### src/rtl/midi_pkg.sv
// midi_pkg: shared constants and types for the MIDI voice allocator.
// Status nibbles, controller numbers, parser states and command ops.
package midi_pkg;

    localparam logic [3:0] ST_NOTE_OFF = 4'h8;
    localparam logic [3:0] ST_NOTE_ON  = 4'h9;
    localparam logic [3:0] ST_CC       = 4'hB;
    localparam logic [3:0] ST_PROG     = 4'hC;
    localparam logic [3:0] ST_CHAN_AT  = 4'hD;

    localparam logic [6:0] CC_ALL_NOTES_OFF = 7'd123;

    localparam int NOTE_LO_DEF = 44;
    localparam int NOTE_HI_DEF = 125;

    typedef enum logic [1:0] {
        IDLE,
        WAIT_D1,
        WAIT_D2,
        SKIP1
    } parse_state_t;

    typedef enum logic [1:0] {
        OP_ON,
        OP_OFF,
        OP_CLR
    } cmd_op_t;

endpackage

### src/rtl/midi_note_div_rom.sv
// midi_note_div_rom: note number to NCO divider, one-cycle latency.
// Divider = round(12e6 / (256 * f_note)); unplayable notes read 0.
module midi_note_div_rom
    import midi_pkg::*;
#(
    parameter int D_W = 16
) (
    input  logic           clk,
    input  logic           rst_n,
    input  logic [6:0]     addr,
    output logic [D_W-1:0] data
);

    localparam logic [8:0] TAB [NOTE_LO_DEF:NOTE_HI_DEF] = '{
        9'd451, 9'd426, 9'd402, 9'd380, 9'd358,
        9'd338, 9'd319, 9'd301, 9'd284, 9'd268,
        9'd253, 9'd239, 9'd226, 9'd213, 9'd201,
        9'd190, 9'd179, 9'd169, 9'd160, 9'd151,
        9'd142, 9'd134, 9'd127, 9'd120, 9'd113,
        9'd107, 9'd101, 9'd95,  9'd90,  9'd85,
        9'd80,  9'd75,  9'd71,  9'd67,  9'd63,
        9'd60,  9'd56,  9'd53,  9'd50,  9'd47,
        9'd45,  9'd42,  9'd40,  9'd38,  9'd36,
        9'd34,  9'd32,  9'd30,  9'd28,  9'd27,
        9'd25,  9'd24,  9'd22,  9'd21,  9'd20,
        9'd19,  9'd18,  9'd17,  9'd16,  9'd15,
        9'd14,  9'd13,  9'd13,  9'd12,  9'd11,
        9'd11,  9'd10,  9'd9,   9'd9,   9'd8,
        9'd8,   9'd7,   9'd7,   9'd7,   9'd6,
        9'd6,   9'd6,   9'd5,   9'd5,   9'd5,
        9'd4,   9'd4
    };

    logic in_tab;

    assign in_tab = int'(addr) >= NOTE_LO_DEF
                 && int'(addr) <= NOTE_HI_DEF;

    // Registered table read.
    always_ff @(posedge clk or negedge rst_n) begin
        if (!rst_n) begin
            data <= '0;
        end else begin
            data <= in_tab ? D_W'(TAB[addr]) : '0;
        end
    end

endmodule

### src/rtl/midi_voice_allocator.sv
// midi_voice_allocator: MIDI byte parser and 4-voice note allocator.
// Parse -> allocate (E1) -> divider write (E2), in-order pipeline.
module midi_voice_allocator
    import midi_pkg::*;
#(
    parameter int D_W          = 16,
    parameter int NUM_VOICES   = 4,
    parameter int MIDI_CHANNEL = 0,
    parameter int NOTE_LO      = NOTE_LO_DEF,
    parameter int NOTE_HI      = NOTE_HI_DEF
) (
    input  logic                  sys_clk,
    input  logic                  rst_n,
    input  logic [7:0]            rx_byte,
    input  logic                  rx_valid,
    output logic [D_W-1:0]        VOICE_0_DIV,
    output logic [D_W-1:0]        VOICE_1_DIV,
    output logic [D_W-1:0]        VOICE_2_DIV,
    output logic [D_W-1:0]        VOICE_3_DIV,
    output logic [NUM_VOICES-1:0] voice_active
);

    localparam int         VW   = $clog2(NUM_VOICES);
    localparam logic [3:0] CHAN = 4'(MIDI_CHANNEL);

    parse_state_t state, state_n;
    logic [3:0]   rs_nib, rs_nib_n;
    logic         rs_act, rs_act_n;
    logic [6:0]   d1, d1_n;

    logic is_rst, is_rt, is_sys, is_chan, is_data;
    logic [3:0] nib;

    logic    cmd_v, cmd_v_n;
    cmd_op_t cmd_op, cmd_op_n;
    logic [6:0] cmd_note, cmd_note_n;

    logic [6:0]    note [NUM_VOICES];
    logic          free_hit, match_hit, in_range;
    logic [VW-1:0] free_idx, match_idx;

    logic          wr_v, wr_clr, wr_load;
    logic [VW-1:0] wr_idx;
    logic [D_W-1:0] rom_q;
    logic [D_W-1:0] div [NUM_VOICES];

    assign nib     = rx_byte[7:4];
    assign is_data = ~rx_byte[7];
    assign is_rst  = rx_byte == 8'hFF;
    assign is_rt   = rx_byte[7:3] == 5'h1F && !is_rst;
    assign is_sys  = rx_byte[7:3] == 5'h1E;
    assign is_chan = rx_byte[7] && nib != 4'hF;

    // Parser next state and command decode.
    always_comb begin
        state_n    = state;
        rs_nib_n   = rs_nib;
        rs_act_n   = rs_act;
        d1_n       = d1;
        cmd_v_n    = 1'b0;
        cmd_op_n   = OP_CLR;
        cmd_note_n = d1;
        if (rx_valid) begin
            unique case (1'b1)
                is_rst: begin
                    state_n  = IDLE;
                    rs_act_n = 1'b0;
                    cmd_v_n  = 1'b1;
                end
                is_rt: ;
                is_sys: begin
                    state_n  = IDLE;
                    rs_act_n = 1'b0;
                end
                is_chan: begin
                    rs_nib_n = nib;
                    rs_act_n = rx_byte[3:0] == CHAN
                            && (nib == ST_NOTE_OFF
                             || nib == ST_NOTE_ON
                             || nib == ST_CC);
                    state_n  = (nib == ST_PROG || nib == ST_CHAN_AT)
                             ? SKIP1 : WAIT_D1;
                end
                is_data: begin
                    unique case (state)
                        IDLE, SKIP1: ;
                        WAIT_D1: begin
                            d1_n    = rx_byte[6:0];
                            state_n = WAIT_D2;
                        end
                        WAIT_D2: begin
                            state_n = WAIT_D1;
                            if (rs_act) begin
                                case (rs_nib)
                                    ST_NOTE_OFF: begin
                                        cmd_v_n  = 1'b1;
                                        cmd_op_n = OP_OFF;
                                    end
                                    ST_NOTE_ON: begin
                                        cmd_v_n  = 1'b1;
                                        cmd_op_n = (rx_byte[6:0] != 7'd0)
                                                 ? OP_ON : OP_OFF;
                                    end
                                    ST_CC: begin
                                        cmd_v_n = d1 == CC_ALL_NOTES_OFF;
                                    end
                                    default: ;
                                endcase
                            end
                        end
                        default: ;
                    endcase
                end
                default: ;
            endcase
        end
    end

    // Parser state and issued-command register (edge E0).
    always_ff @(posedge sys_clk or negedge rst_n) begin
        if (!rst_n) begin
            state    <= IDLE;
            rs_nib   <= '0;
            rs_act   <= 1'b0;
            d1       <= '0;
            cmd_v    <= 1'b0;
            cmd_op   <= OP_CLR;
            cmd_note <= '0;
        end else begin
            state    <= state_n;
            rs_nib   <= rs_nib_n;
            rs_act   <= rs_act_n;
            d1       <= d1_n;
            cmd_v    <= cmd_v_n;
            cmd_op   <= cmd_op_n;
            cmd_note <= cmd_note_n;
        end
    end

    assign in_range = int'(cmd_note) >= NOTE_LO
                   && int'(cmd_note) <= NOTE_HI;

    // Lowest free voice and lowest voice already holding the note.
    always_comb begin
        free_hit  = 1'b0;
        free_idx  = '0;
        match_hit = 1'b0;
        match_idx = '0;
        for (int i = NUM_VOICES - 1; i >= 0; i--) begin
            if (!voice_active[i]) begin
                free_hit = 1'b1;
                free_idx = VW'(i);
            end
            if (voice_active[i] && note[i] == cmd_note) begin
                match_hit = 1'b1;
                match_idx = VW'(i);
            end
        end
    end

    // Voice allocation and divider-write request (edge E1).
    always_ff @(posedge sys_clk or negedge rst_n) begin
        if (!rst_n) begin
            voice_active <= '0;
            for (int i = 0; i < NUM_VOICES; i++) note[i] <= '0;
            wr_v    <= 1'b0;
            wr_clr  <= 1'b0;
            wr_load <= 1'b0;
            wr_idx  <= '0;
        end else begin
            wr_v    <= 1'b0;
            wr_clr  <= 1'b0;
            wr_load <= 1'b0;
            if (cmd_v) begin
                unique case (cmd_op)
                    OP_ON: begin
                        if (in_range && !match_hit && free_hit) begin
                            voice_active[free_idx] <= 1'b1;
                            note[free_idx]         <= cmd_note;
                            wr_v    <= 1'b1;
                            wr_load <= 1'b1;
                            wr_idx  <= free_idx;
                        end
                    end
                    OP_OFF: begin
                        if (match_hit) begin
                            voice_active[match_idx] <= 1'b0;
                            wr_v   <= 1'b1;
                            wr_idx <= match_idx;
                        end
                    end
                    OP_CLR: begin
                        voice_active <= '0;
                        wr_v   <= 1'b1;
                        wr_clr <= 1'b1;
                    end
                    default: ;
                endcase
            end
        end
    end

    midi_note_div_rom #(
        .D_W (D_W)
    ) u_rom (
        .clk   (sys_clk),
        .rst_n (rst_n),
        .addr  (cmd_note),
        .data  (rom_q)
    );

    // Divider write-back, strictly in command order (edge E2).
    always_ff @(posedge sys_clk or negedge rst_n) begin
        if (!rst_n) begin
            for (int i = 0; i < NUM_VOICES; i++) div[i] <= '0;
        end else if (wr_v) begin
            if (wr_clr) begin
                for (int i = 0; i < NUM_VOICES; i++) div[i] <= '0;
            end else begin
                div[wr_idx] <= wr_load ? rom_q : '0;
            end
        end
    end

    assign VOICE_0_DIV = div[0];
    assign VOICE_1_DIV = div[1];
    assign VOICE_2_DIV = div[2];
    assign VOICE_3_DIV = div[3];

endmodule

### config.mk
export PLATFORM = sky130hd
export DESIGN_NAME = midi_voice_allocator
export DESIGN_NICKNAME = d
export VERILOG_FILES = /design/src/rtl/midi_pkg.sv /design/src/rtl/midi_note_div_rom.sv /design/src/rtl/midi_voice_allocator.sv
export SDC_FILE = /design/constraint.sdc
export NUM_CORES = 1
export LEC_CHECK = 0
export CAP_MARGIN = 10
export CORE_ASPECT_RATIO = 1.25
export CORE_MARGIN = 2
export CORE_UTILIZATION = 40
export DETAILED_ROUTE_END_ITERATION = 7
export PLACE_DENSITY_LB_ADDON = 0.05
export SYNTH_ARGS = -nofsm -noshare
export SYNTH_HDL_FRONTEND = slang
export SYNTH_SLANG_ARGS = --single-unit
### constraint.sdc
create_clock -name sys_clk -period 3.8 [get_ports sys_clk]
set_input_delay 0.38 -clock sys_clk [delete_from_list [all_inputs] [get_ports sys_clk]]
set_output_delay 0.38 -clock sys_clk [all_outputs]
set_load 0.01 [all_outputs]
==> results.json <==
{
  "status": "finished clean",
  "rr_endpoint": "note[19]",
  "clock-skew-final_ns": 0.0120,
  "rrSetupSlack_ns": 0.72,
  "htreeDepth": 3,
  "netlist_instances": 582,
  "ys.flop_type": "dfrtp_1",
  "grt_usage": 0.179,
  "post-dp-hpwl_mm": 9.70,
  "p_leak_uw": 0.00291,
  "syn_area_per_cell_um2": 9.98,
  "worst_ir_drop_vdd_uv": 371,
  "io_pins": 79,
  "ys_types": 63,
  "clockBufferDepth": 2,
  "yosys_register_bits": 106,
  "power.switching_uw": 1540,
  "pwr-share-clk": 0.252,
  "cp_max_fo": 26,
  "start_util": 0.406,
  "dr.pass1.iters": 5,
  "ys_seq_area_frac": 0.457,
  "drt_iter0_markers": 245,
  "path_clk_slew_ns": 0.08,
  "cts_tree": "built",
  "drc_errors": 0,
  "fin_crit_sh": 0.811,
  "overflow": 0,
  "tns_ns": 0,
  "cp.required_ns": 4.04,
  "rsz0062_at_grt": "false",
  "worstSetupPathType": "flop to flop",
  "globalplace.congestion": 0.808,
  "power_switching_share": 0.393,
  "fmax_mhz": 325,
  "p_per_area_nw_per_um2": 593,
  "viasPerCell": 5.36,
  "postCtsHoldBufs": 0,
  "hold_viol_final": 0,
  "port_buffers": 50,
  "via_count": 4253,
  "area_growth_pct": 14.0,
  "async_flop_share": 1.00,
  "slew_viol_final": 0,
  "synth_area_leaders": "dfrtp_1 (45%), mux2_2 (7.6%), o21ai_0 (4.8%), buf_4 (4.4%), ha_1 (4.1%)",
  "synth_warnings": 0,
  "cts_buffers": 9,
  "cts_root_buffer": "clkbuf_16",
  "dieArea_um2": 15500,
  "cp-startpoint": "cmd_note[5]",
  "wl_per_cell_um": 17.1,
  "ctsResizeCount": 0,
  "endpoint": "note[19]",
  "dp_slack_ns": 0.749,
  "yosysTopAreaCellShare": 0.452,
  "antenna_found_initial": 0,
  "combPwrFrac": 0.359,
  "setup_viol": 0,
  "r2r_cells": 7,
  "hold_path_class": "input port to async pin",
  "drt_wl_total_mm": 13.5,
  "grt_max_degree": 66,
  "clock-sinks": 106,
  "seqPwrFrac": 0.388,
  "final_nets": 640,
  "end_kind": "flop",
  "design_area_um2": 6620,
  "clk_latency_ns": 0.36,
  "r2r_start": "cmd_note[5]",
  "p_int_uw": 2380,
  "layoutNonFillerInstCount": 793,
  "grt_pass1_vias": 4109,
  "antenna_left": 0,
  "post_cts_buffers": 0,
  "start_kind": "flop",
  "netlist_top_cells_count": "dfrtp_1 (105), o21ai_0 (56), nand2_1 (42)",
  "fin_crit_ns": 3.08,
  "grt_first_pass_wirelength_mm": 22.2,
  "die_w_um": 112,
  "synth_most_common_cell": "dfrtp_1",
  "dpl.cell_count": 777,
  "antenna_cells": 0,
  "core_area_um2": 14300,
  "post_dp_cell_area_um2": 6300,
  "dieHeight_um": 139,
  "yosysTopAreaCell": "dfrtp_1",
  "relSlewSlack": 0.200,
  "row_count": 49,
  "drive_gt1_frac": 0.124,
  "cap_violations": 0,
  "setup_slack_ns": 0.718,
  "finalCoreUtilization": 0.463,
  "critPathArrivalTime_ns": 3.32,
  "syn_area_um2": 5810,
  "synth-edff-count": 0,
  "tightest_slew_ns": 1.20
}
## worst min path at each step
| stage | slack (ns) | start | cells past startpoint | to |
|---|---|---|---|---|
| final | 0.11 | rst_n | 1 | VOICE_1_DIV[3] |
| after floorplan | 0.08 | rst_n | 0 | VOICE_0_DIV[0] |
| after detailed placement | 0.38 | cmd_note_n[2] | 0 | cmd_note[2] |
| after global placement | 0.38 | cmd_note_n[2] | 0 | cmd_note[2] |
| after CTS | 0.14 | rst_n | 1 | VOICE_1_DIV[3] |
| after global routing | 0.17 | rst_n | 1 | VOICE_1_DIV[3] |
## worst max-delay path, stage by stage, from the launching register on
cell and delay [ns]:
dfrtp_1 0.93, xor2_1 0.20, nor4_1 0.10, and4_4 0.19
nor4b_4 0.42, nand4_4 0.29, nor3b_4 0.45, mux2_2 0.38
## cell usage in the layout, fill, tap and decap left out, types with 5 or more instances in the layout
| master | netlist | layout |
|---|---|---|
| buf_4 | 34 | 8 |
| nand2b_1 | 13 | 13 |
| inv_1 | 15 | 15 |
| a211oi_1 | 5 | 5 |
| clkdlybuf4s50_1 | 0 | 49 |
| a21oi_1 | 22 | 22 |
| xor2_1 | 12 | 12 |
| xnor2_1 | 17 | 17 |
| mux2_2 | 39 | 39 |
| nor2_1 | 28 | 28 |
| o21ai_0 | 56 | 56 |
| dfrtp_1 | 105 | 105 |
| ha_1 | 19 | 19 |
| nand3_1 | 41 | 41 |
| a31oi_1 | 5 | 5 |
| nand4_1 | 11 | 11 |
| nand2_1 | 42 | 42 |
| nor2b_1 | 6 | 6 |
| clkbuf_16 | 0 | 9 |
| conb_1 | 1 | 28 |
| o211ai_1 | 6 | 6 |
## registers in the layout (all words and copies together) (netlist names)
register      cells
wr_load           1
VOICE_3_DIV       9
cmd_note_n        7
cmd_v             1
wr_clr            1
cmd_note          7
rs_nib            4
VOICE_0_DIV       9
cmd_op            2
rs_act            1
VOICE_2_DIV       9
note             28
wr_v              1
state             2
voice_active      4
VOICE_1_DIV       9
u_rom.data        9
wr_idx            2
## per-stage QoR
stage,hold WS [ns],total power (uW)
floorplan,0.0844,2620
detailed placement,0.382,2940
finish,0.105,3920
CTS,0.143,3950
global route,0.171,4210
global placement,0.376,2950
## layout make-up
class | count | area [um2]
Fill cell | 1374 | 7660
Multi-Input combinational cell | 420 | 2810
Sequential cell | 106 | 2650
Timing Repair Buffer | 57 | 551
Clock buffer | 10 | 239
Tap cell | 178 | 223
Clock inverter | 6 | 80.1
Inverter | 16 | 60.1
## cells by family after synthesis
logic type	after synthesis	share of synthesized area
adders and majority gates	19	0.0409
other	1	0.000646
DFF	106	0.457
buffers and inverters	83	0.0758
AOI/OAI and AO/OA	131	0.141
and+or+nand+nor	170	0.158
muxes	43	0.0825
xor gates and xnor gates	29	0.0437
## power by group through the flow
stage,combinational [uW],clock [uW],sequential [uW]
after floorplan,1290,0,1330
after global placement,1410,0,1540
after detailed placement,1400,0,1550
after CTS,1400,1020,1520
after global routing,1580,1070,1560
final,1410,990,1520
## per-layer routing
| layer | GRT usage | share of wire | up-vias |
|---|---|---|---|
| met5 | 0 | 0 | - |
| met4 | 0.0650 | 0.017 | 0 |
| met3 | 0.0328 | 0.044 | 17 |
| met2 | 0.308 | 0.52 | 121 |
| met1 | 0.226 | 0.42 | 2058 |
| li1 | - | - | 2057 |
(Power assumes the default switching activity.)
